[src/rtl/divider_arbiter_if.sv]
// Request/response and divider-side signal bundle for divider_arbiter.
// The slave modport is the arbiter's view; the master modport is the surrounding logic's view.
interface divider_arbiter_if #(
    parameter int N_REQ = 3,
    parameter int WIDTH = 32
);
    logic [N_REQ-1:0]       req_valid_in;
    logic [N_REQ*WIDTH-1:0] req_dividend_in;
    logic [N_REQ*WIDTH-1:0] req_divisor_in;
    logic [N_REQ-1:0]       req_ready_out;
    logic [N_REQ-1:0]       resp_valid_out;
    logic [WIDTH-1:0]       resp_quotient_out;
    logic [WIDTH-1:0]       resp_remainder_out;
    logic                   resp_error_out;
    logic [WIDTH-1:0]       div_dividend_out;
    logic [WIDTH-1:0]       div_divisor_out;
    logic                   div_valid_out;
    logic [WIDTH-1:0]       div_quotient_in;
    logic [WIDTH-1:0]       div_remainder_in;
    logic                   div_valid_in;
    logic                   div_error_in;

    modport slave (
        input  req_valid_in, req_dividend_in, req_divisor_in,
        input  div_quotient_in, div_remainder_in, div_valid_in, div_error_in,
        output req_ready_out, resp_valid_out, resp_quotient_out, resp_remainder_out,
        output resp_error_out, div_dividend_out, div_divisor_out, div_valid_out
    );

    modport master (
        output req_valid_in, req_dividend_in, req_divisor_in,
        output div_quotient_in, div_remainder_in, div_valid_in, div_error_in,
        input  req_ready_out, resp_valid_out, resp_quotient_out, resp_remainder_out,
        input  resp_error_out, div_dividend_out, div_divisor_out, div_valid_out
    );
endinterface

[src/rtl/divider_arbiter.sv]
// Round-robin arbiter sharing one iterative divider among N_REQ requesters, one division in flight.
// Define DIV_TIMEOUT_EN to add a WAIT-state watchdog that answers with an error after TIMEOUT_CYCLES.
module divider_arbiter #(
    parameter int N_REQ          = 3,
    parameter int WIDTH          = 32,
    parameter int TIMEOUT_CYCLES = 64
) (
    input  logic              clk_in,
    input  logic              rst_n_in,
    divider_arbiter_if.slave  bus
);
    localparam int IDX_W = $clog2(N_REQ);

    typedef enum logic [1:0] {IDLE, ISSUE, WAIT, RESPOND} state_t;

    state_t             state_q, state_d;
    logic [IDX_W-1:0]   rr_q, rr_d;
    logic [IDX_W-1:0]   grant_q, grant_d;
    logic [WIDTH-1:0]   dividend_q, dividend_d;
    logic [WIDTH-1:0]   divisor_q, divisor_d;
    logic [WIDTH-1:0]   quot_q, quot_d;
    logic [WIDTH-1:0]   rem_q, rem_d;
    logic               err_q, err_d;

    logic               winnerValid;
    logic [IDX_W-1:0]   winnerIdx;
    logic [WIDTH-1:0]   winnerDividend;
    logic [WIDTH-1:0]   winnerDivisor;
    logic [N_REQ-1:0]   readyComb;
    logic [N_REQ-1:0]   respValid;

`ifdef DIV_TIMEOUT_EN
    localparam int CNT_W = $clog2(TIMEOUT_CYCLES);
    logic [CNT_W-1:0]   cnt_q, cnt_d;
`endif

    function automatic logic [IDX_W-1:0] wrapIdx(input int base, input int offset);
        return IDX_W'((base + offset) % N_REQ);
    endfunction

    // Search starts just after the last served requester, so the one just served ranks lowest.
    always_comb begin
        winnerValid = 1'b0;
        winnerIdx   = '0;
        for (int i = 1; i <= N_REQ; i++) begin
            if (!winnerValid && bus.req_valid_in[wrapIdx(int'(rr_q), i)]) begin
                winnerValid = 1'b1;
                winnerIdx   = wrapIdx(int'(rr_q), i);
            end
        end
    end

    assign winnerDividend = bus.req_dividend_in[winnerIdx*WIDTH +: WIDTH];
    assign winnerDivisor  = bus.req_divisor_in[winnerIdx*WIDTH +: WIDTH];

    always_comb begin
        state_d    = state_q;
        rr_d       = rr_q;
        grant_d    = grant_q;
        dividend_d = dividend_q;
        divisor_d  = divisor_q;
        quot_d     = quot_q;
        rem_d      = rem_q;
        err_d      = err_q;
        readyComb  = '0;
        respValid  = '0;
`ifdef DIV_TIMEOUT_EN
        cnt_d      = cnt_q;
`endif
        case (state_q)
            IDLE: begin
                if (winnerValid) begin
                    readyComb[winnerIdx] = 1'b1;
                    grant_d    = winnerIdx;
                    dividend_d = winnerDividend;
                    divisor_d  = winnerDivisor;
                    // A zero divisor is answered locally; the divider is never started.
                    if (winnerDivisor == '0) begin
                        quot_d  = '1;
                        rem_d   = winnerDividend;
                        err_d   = 1'b1;
                        state_d = RESPOND;
                    end else begin
                        state_d = ISSUE;
                    end
                end
            end
            ISSUE: begin
                state_d = WAIT;
`ifdef DIV_TIMEOUT_EN
                cnt_d   = '0;
`endif
            end
            WAIT: begin
                if (bus.div_valid_in) begin
                    quot_d  = bus.div_quotient_in;
                    rem_d   = bus.div_remainder_in;
                    err_d   = bus.div_error_in;
                    state_d = RESPOND;
                end
`ifdef DIV_TIMEOUT_EN
                else if (cnt_q == CNT_W'(TIMEOUT_CYCLES - 1)) begin
                    quot_d  = '0;
                    rem_d   = '0;
                    err_d   = 1'b1;
                    state_d = RESPOND;
                end else begin
                    cnt_d = cnt_q + 1'b1;
                end
`endif
            end
            RESPOND: begin
                respValid[grant_q] = 1'b1;
                rr_d    = grant_q;
                state_d = IDLE;
            end
            default: state_d = IDLE;
        endcase
    end

    always_ff @(posedge clk_in or negedge rst_n_in) begin
        if (!rst_n_in) begin
            state_q    <= IDLE;
            rr_q       <= IDX_W'(N_REQ - 1);
            grant_q    <= '0;
            dividend_q <= '0;
            divisor_q  <= '0;
            quot_q     <= '0;
            rem_q      <= '0;
            err_q      <= 1'b0;
`ifdef DIV_TIMEOUT_EN
            cnt_q      <= '0;
`endif
        end else begin
            state_q    <= state_d;
            rr_q       <= rr_d;
            grant_q    <= grant_d;
            dividend_q <= dividend_d;
            divisor_q  <= divisor_d;
            quot_q     <= quot_d;
            rem_q      <= rem_d;
            err_q      <= err_d;
`ifdef DIV_TIMEOUT_EN
            cnt_q      <= cnt_d;
`endif
        end
    end

    // Ready is masked by reset so no accept strobe leaks out while reset is asserted.
    assign bus.req_ready_out      = readyComb & {N_REQ{rst_n_in}};
    assign bus.resp_valid_out     = respValid;
    assign bus.resp_quotient_out  = quot_q;
    assign bus.resp_remainder_out = rem_q;
    assign bus.resp_error_out     = err_q & (state_q == RESPOND);
    assign bus.div_dividend_out   = dividend_q;
    assign bus.div_divisor_out    = divisor_q;
    assign bus.div_valid_out      = (state_q == ISSUE);
endmodule

[src/flat_wrapper.sv]
// flat-port wrapper written by rule: the top's interface ports become plain ports
module divider_arbiter_flat 
#(
    parameter int N_REQ          = 3,
    parameter int WIDTH          = 32,
    parameter int TIMEOUT_CYCLES = 64
)
  (clk_in, rst_n_in, bus_req_valid_in, bus_req_dividend_in, bus_req_divisor_in, bus_div_quotient_in, bus_div_remainder_in, bus_div_valid_in, bus_div_error_in, bus_req_ready_out, bus_resp_valid_out, bus_resp_quotient_out, bus_resp_remainder_out, bus_resp_error_out, bus_div_dividend_out, bus_div_divisor_out, bus_div_valid_out);
  divider_arbiter_if #(.N_REQ(N_REQ), .WIDTH(WIDTH)) bus_i ();
  input  logic clk_in;
  input  logic rst_n_in;
  input wire logic [$bits(bus_i.req_valid_in)-1:0] bus_req_valid_in;
  input wire logic [$bits(bus_i.req_dividend_in)-1:0] bus_req_dividend_in;
  input wire logic [$bits(bus_i.req_divisor_in)-1:0] bus_req_divisor_in;
  input wire logic [$bits(bus_i.div_quotient_in)-1:0] bus_div_quotient_in;
  input wire logic [$bits(bus_i.div_remainder_in)-1:0] bus_div_remainder_in;
  input wire logic [$bits(bus_i.div_valid_in)-1:0] bus_div_valid_in;
  input wire logic [$bits(bus_i.div_error_in)-1:0] bus_div_error_in;
  output wire logic [$bits(bus_i.req_ready_out)-1:0] bus_req_ready_out;
  output wire logic [$bits(bus_i.resp_valid_out)-1:0] bus_resp_valid_out;
  output wire logic [$bits(bus_i.resp_quotient_out)-1:0] bus_resp_quotient_out;
  output wire logic [$bits(bus_i.resp_remainder_out)-1:0] bus_resp_remainder_out;
  output wire logic [$bits(bus_i.resp_error_out)-1:0] bus_resp_error_out;
  output wire logic [$bits(bus_i.div_dividend_out)-1:0] bus_div_dividend_out;
  output wire logic [$bits(bus_i.div_divisor_out)-1:0] bus_div_divisor_out;
  output wire logic [$bits(bus_i.div_valid_out)-1:0] bus_div_valid_out;
  assign bus_i.req_valid_in = bus_req_valid_in;
  assign bus_i.req_dividend_in = bus_req_dividend_in;
  assign bus_i.req_divisor_in = bus_req_divisor_in;
  assign bus_i.div_quotient_in = bus_div_quotient_in;
  assign bus_i.div_remainder_in = bus_div_remainder_in;
  assign bus_i.div_valid_in = bus_div_valid_in;
  assign bus_i.div_error_in = bus_div_error_in;
  assign bus_req_ready_out = bus_i.req_ready_out;
  assign bus_resp_valid_out = bus_i.resp_valid_out;
  assign bus_resp_quotient_out = bus_i.resp_quotient_out;
  assign bus_resp_remainder_out = bus_i.resp_remainder_out;
  assign bus_resp_error_out = bus_i.resp_error_out;
  assign bus_div_dividend_out = bus_i.div_dividend_out;
  assign bus_div_divisor_out = bus_i.div_divisor_out;
  assign bus_div_valid_out = bus_i.div_valid_out;
  divider_arbiter #(.N_REQ(N_REQ), .WIDTH(WIDTH), .TIMEOUT_CYCLES(TIMEOUT_CYCLES)) u_core (.clk_in(clk_in), .rst_n_in(rst_n_in), .bus(bus_i));
endmodule
[config.mk]
export PLATFORM = sky130hd
export DESIGN_NAME = divider_arbiter_flat
export DESIGN_NICKNAME = d
export VERILOG_FILES = /design/src/rtl/divider_arbiter_if.sv /design/src/rtl/divider_arbiter.sv /design/src/flat_wrapper.sv
export SDC_FILE = /design/constraint.sdc
export NUM_CORES = 1
export LEC_CHECK = 0
export BUFFER_PORTS_ARGS = -buffer_cell sky130_fd_sc_hd__buf_2
export CORE_AREA = 2 2 153 155
export DETAILED_ROUTE_END_ITERATION = 6
export DIE_AREA = 0 0 155 157
export PLACE_DENSITY = 0.59
export SKIP_CTS_REPAIR_TIMING = 1
export SYNTH_ARGS = -nofsm -noshare
export SYNTH_HDL_FRONTEND = slang
export SYNTH_SLANG_ARGS = --single-unit
[constraint.sdc]
create_clock -name clk_in -period 3.8 [get_ports clk_in]
set_input_delay 0.19 -clock clk_in [delete_from_list [all_inputs] [get_ports clk_in]]
set_output_delay 0.19 -clock clk_in [all_outputs]
set_load 0.03 [all_outputs]
==> results.rst <==
.. list-table::
   :header-rows: 1

   * - Metric
     - Value
   * - Detailed-router iteration count before antenna repair
     - 4
   * - Kind of end point of the critical path
     - flop
   * - Final period utilization
     - 96.44%
   * - Beginning of the worst register-to-register path
     - u_core.rr_q[1]
   * - Required @ worst endpoint
     - 4.10 ns
   * - Static leakage power
     - 5.272 nW
   * - Most frequent cells after synthesis
     - sky130_fd_sc_hd__dfrtp_1, sky130_fd_sc_hd__o21ai_0, sky130_fd_sc_hd__nand2_1
   * - Slew at the pin closest to its max-slew limit
     - 0.7987 ns
   * - Final count of pins violating max slew
     - 0
   * - Number of different library cells in the post-synthesis netlist
     - 45
   * - Top cell type by total area after synthesis
     - sky130_fd_sc_hd__dfrtp_1
   * - Number of H-tree levels
     - 4
   * - Via count of the first global-routing pass
     - 6679
   * - Clock tree from TritonCTS
     - built
   * - Startpoint of the tightest hold check path
     - bus_div_quotient_in[1]
   * - Arrival time of data at the critical path endpoint
     - 3.96 ns
   * - Post-Synthesis Net Count
     - 1008
   * - First-pass GRT wire length
     - 36550 um
   * - Number of flops mapped to enable cells by yosys
     - 0
   * - Kind of path behind the tightest hold check
     - in2reg
   * - Yosys top cell area share
     - 47.23%
   * - Most frequent cell after synthesis
     - sky130_fd_sc_hd__dfrtp_1
   * - Maximum number of pins on one net before global-route repair
     - 75
   * - Clock-pin slew of the registers on the worst-case setup and hold paths
     - 0.06 ns
   * - Remaining global-route overflow
     - 0
   * - Number of antenna violations at the first check in global routing
     - 1
   * - Post-Syn Area per Cell
     - 9.646 um^2
   * - Startpoint type of the worst setup path
     - flop
   * - Cells taking the most area after synthesis
     - sky130_fd_sc_hd__dfrtp_1, sky130_fd_sc_hd__mux2i_1, sky130_fd_sc_hd__o21ai_0, sky130_fd_sc_hd__nand2_1, sky130_fd_sc_hd__a21oi_1
   * - Post-synth design cell area
     - 7099 um^2
   * - IR drop worst, VDD
     - 0.6260 mV
   * - Vertical extent of the die
     - 157 um
   * - Maximum operating frequency
     - 0.2729 GHz
   * - Count of clock tree sinks
     - 135
   * - FF+latch area
     - 3379 um^2
   * - Global-route usage over all layers
     - 19.14%
   * - Inserted Clock Buffers
     - 17
   * - Final weighted congestion in routability-driven placement
     - 0.9634
   * - Total Die Area
     - 24340 um^2
   * - Count of routing violations after the opening detailed-route iteration
     - 313
   * - Cell area reported after detailed placement
     - 9452 um^2
   * - Sequential-to-total area share from yosys stat
     - 47.60%
   * - Slew margin rel.
     - 46.75%
   * - Top Ports
     - 399
   * - Final Core Density
     - 47.57%
   * - Areal power density over the cells
     - 1093 nW/um^2
   * - Top fanout value on the critical path
     - 6
   * - Largest incremental delay on the critical path
     - 0.58 ns
   * - Run status
     - complete, but fails checks
   * - Detailed Route WL
     - 25030 um
   * - Routed vias/inst
     - 4.833
   * - Multi-input combinational cell area
     - 3631 um^2
   * - Area growth from synthesis to layout
     - 50.78%
   * - Worst clock skew
     - 0.01021 ns
   * - Ant diodes
     - 0
   * - Core outline area
     - 22500 um^2
   * - Chip Width
     - 155 um
   * - Count of buffers from port buffering
     - 398
   * - Total chip power
     - 11.70 mW
   * - Standard cell with the maximum stage delay on the critical path
     - sky130_fd_sc_hd__dfstp_2
   * - Number of instances in the synthesized netlist
     - 736
   * - Total negative slack for setup checks
     - 0 ns
   * - Clock latency reported for the late side of the worst-skew pair
     - 0.42 ns
   * - Kind of critical path
     - reg2reg
   * - Cell breakdown of the critical path
     - inv_4 > ha_4 > and4b_1 > a311o_1 > o2bb2ai_4 > buf_4 > mux2i_1 > o21ai_0 > nor4b_4 > a41oi_4 > nor3_4 > buf_6 > clkbuf_16 > mux2_2
   * - Most common flop cell mapped by yosys
     - sky130_fd_sc_hd__dfrtp_1
   * - Violated checks
     - hold timing
   * - Worst setup path startpoint
     - u_core.rr_q[1]
   * - Finish-stage setup viols
     - 0
   * - Count of warnings emitted by yosys
     - 0
   * - Via count
     - 7076
   * - Number of routed nets with antenna violations
     - 0
   * - Hold violation count in the final report
     - 1
   * - Clk Tree Root Cell
     - sky130_fd_sc_hd__clkbuf_16
   * - Clock period minus final worst setup slack
     - 3.665 ns
   * - Fraction of final layout cells with drive strength greater than 1
     - 44.70%
   * - Max-cap check violation count
     - 0
   * - Routed wire length per instance
     - 17.09 um
   * - Number of fill cells
     - 2172
   * - Hold Worst Slack
     - -0.009412 ns
   * - Layout Nets
     - 1438
   * - Final HPWL DP
     - 18370 um
   * - Flops & latches, synth
     - 135
   * - Cell row count
     - 55
   * - Asr flop ratio synth
     - 100.0%
   * - Initial core utilization
     - 31.55%
   * - Clock tree buffer depth
     - 2
   * - Final design instance area without fill
     - 10700 um^2
   * - Number of remaining DRC errors
     - 0
per-layer routing:
layer,global-route usage (%),up-vias,part of all wire [%]
met5,0,-,0.044
met2,31.60,267,49
met3,4.047,45,6.1
met4,7.584,2,2.5
li1,-,3482,-
met1,24.59,3280,42
power breakdown:
group          total (mW)  switching, mW  internal [mW]
clock network        1.69          0.708          0.987
logic                7.51           4.48           3.02
registers            2.49          0.352           2.14
total                11.7           5.54           6.15
sequential cells by signal, indices dropped and copies added, names as in the netlist:
name	cells
u_core.bus.resp_remainder_out	32
u_core.bus.resp_quotient_out	32
u_core.rr_q	2
u_core.bus.div_dividend_out	32
u_core.bus.div_divisor_out	32
u_core.grant_q	2
u_core.state_q	2
u_core.err_q	1
layout by cell type, fill, tap and decap left out, types with 6 or more instances in the layout:
master | netlist | routed
sky130_fd_sc_hd__dlygate4sd3_1 | 0 | 32
sky130_fd_sc_hd__nor4_1 | 15 | 13
sky130_fd_sc_hd__buf_6 | 4 | 6
sky130_fd_sc_hd__buf_4 | 2 | 23
sky130_fd_sc_hd__nor2_1 | 70 | 70
sky130_fd_sc_hd__buf_2 | 12 | 397
sky130_fd_sc_hd__inv_6 | 0 | 7
sky130_fd_sc_hd__o21ai_0 | 94 | 94
sky130_fd_sc_hd__mux2_4 | 0 | 17
sky130_fd_sc_hd__mux2i_1 | 66 | 64
sky130_fd_sc_hd__inv_1 | 8 | 7
sky130_fd_sc_hd__clkbuf_16 | 0 | 19
sky130_fd_sc_hd__a21oi_1 | 66 | 63
sky130_fd_sc_hd__nand2_1 | 93 | 93
sky130_fd_sc_hd__dfrtp_1 | 134 | 134
sky130_fd_sc_hd__o22a_1 | 33 | 33
sky130_fd_sc_hd__mux2_2 | 26 | 21
area by class of cell:
cell class              count  share of cell area (%)
multi-input cells         538                   33.92
flip-flops and latches    135                   31.57
repair buffers            466                   25.34
clock buffers              18                   4.009
well taps                 285                   3.331
clock inverters            14                   1.520
inverters                   8                  0.3039
final timing paths:
kind | cells past startpoint | to | slack [ns]
worst max-delay path | 14 | u_core.bus.resp_remainder_out[23] | 0.14
worst min-delay path | 2 | u_core.bus.resp_quotient_out[1] | -0.009
worst max register to register | 14 | u_core.bus.resp_remainder_out[23] | 0.14
worst min register to register | 2 | u_core.bus.div_divisor_out[15] | 0.47
max in group asynchronous | 3 | u_core.bus.div_dividend_out[2] | 2.13
min in group asynchronous | 2 | u_core.bus.div_dividend_out[0] | 0.37
critical path, delay by kind of cell (launching register included):
family | cells | cell delay, ns
fa+ha+maj | 1 | 0.17
buf+inv | 4 | 0.54
flops | 1 | 0.58
mux | 2 | 0.47
simple gates | 3 | 0.84
compound gates | 4 | 0.93
kinds of logic (layout without fill, tap and decap cells):
group / after synthesis / count (layout) / synth area share [%]
simple gates: 213 / 213 / 13.50
buf+inv: 63 / 506 / 4.071
mux: 109 / 109 / 16.13
flops: 135 / 135 / 47.60
fa+ha+maj: 9 / 9 / 1.586
compound gates: 207 / 207 / 17.11
per-stage QoR:
| step | std cells | setup slack [ns] | hold WS, ns |
|---|---|---|---|
| floorplan | 736 | 0.06803 | -0.1056 |
| global placement | 1387 | 0.1785 | 0.2611 |
| detailed placement | 1387 | 0.01076 | 0.2606 |
| CTS | 1419 | -0.02887 | -0.1911 |
| global route | 1464 | -0.05082 | 0.0005175 |
| finish | 1464 | 0.1353 | -0.009412 |
No activity file was read; power rests on OpenSTA's default activity.
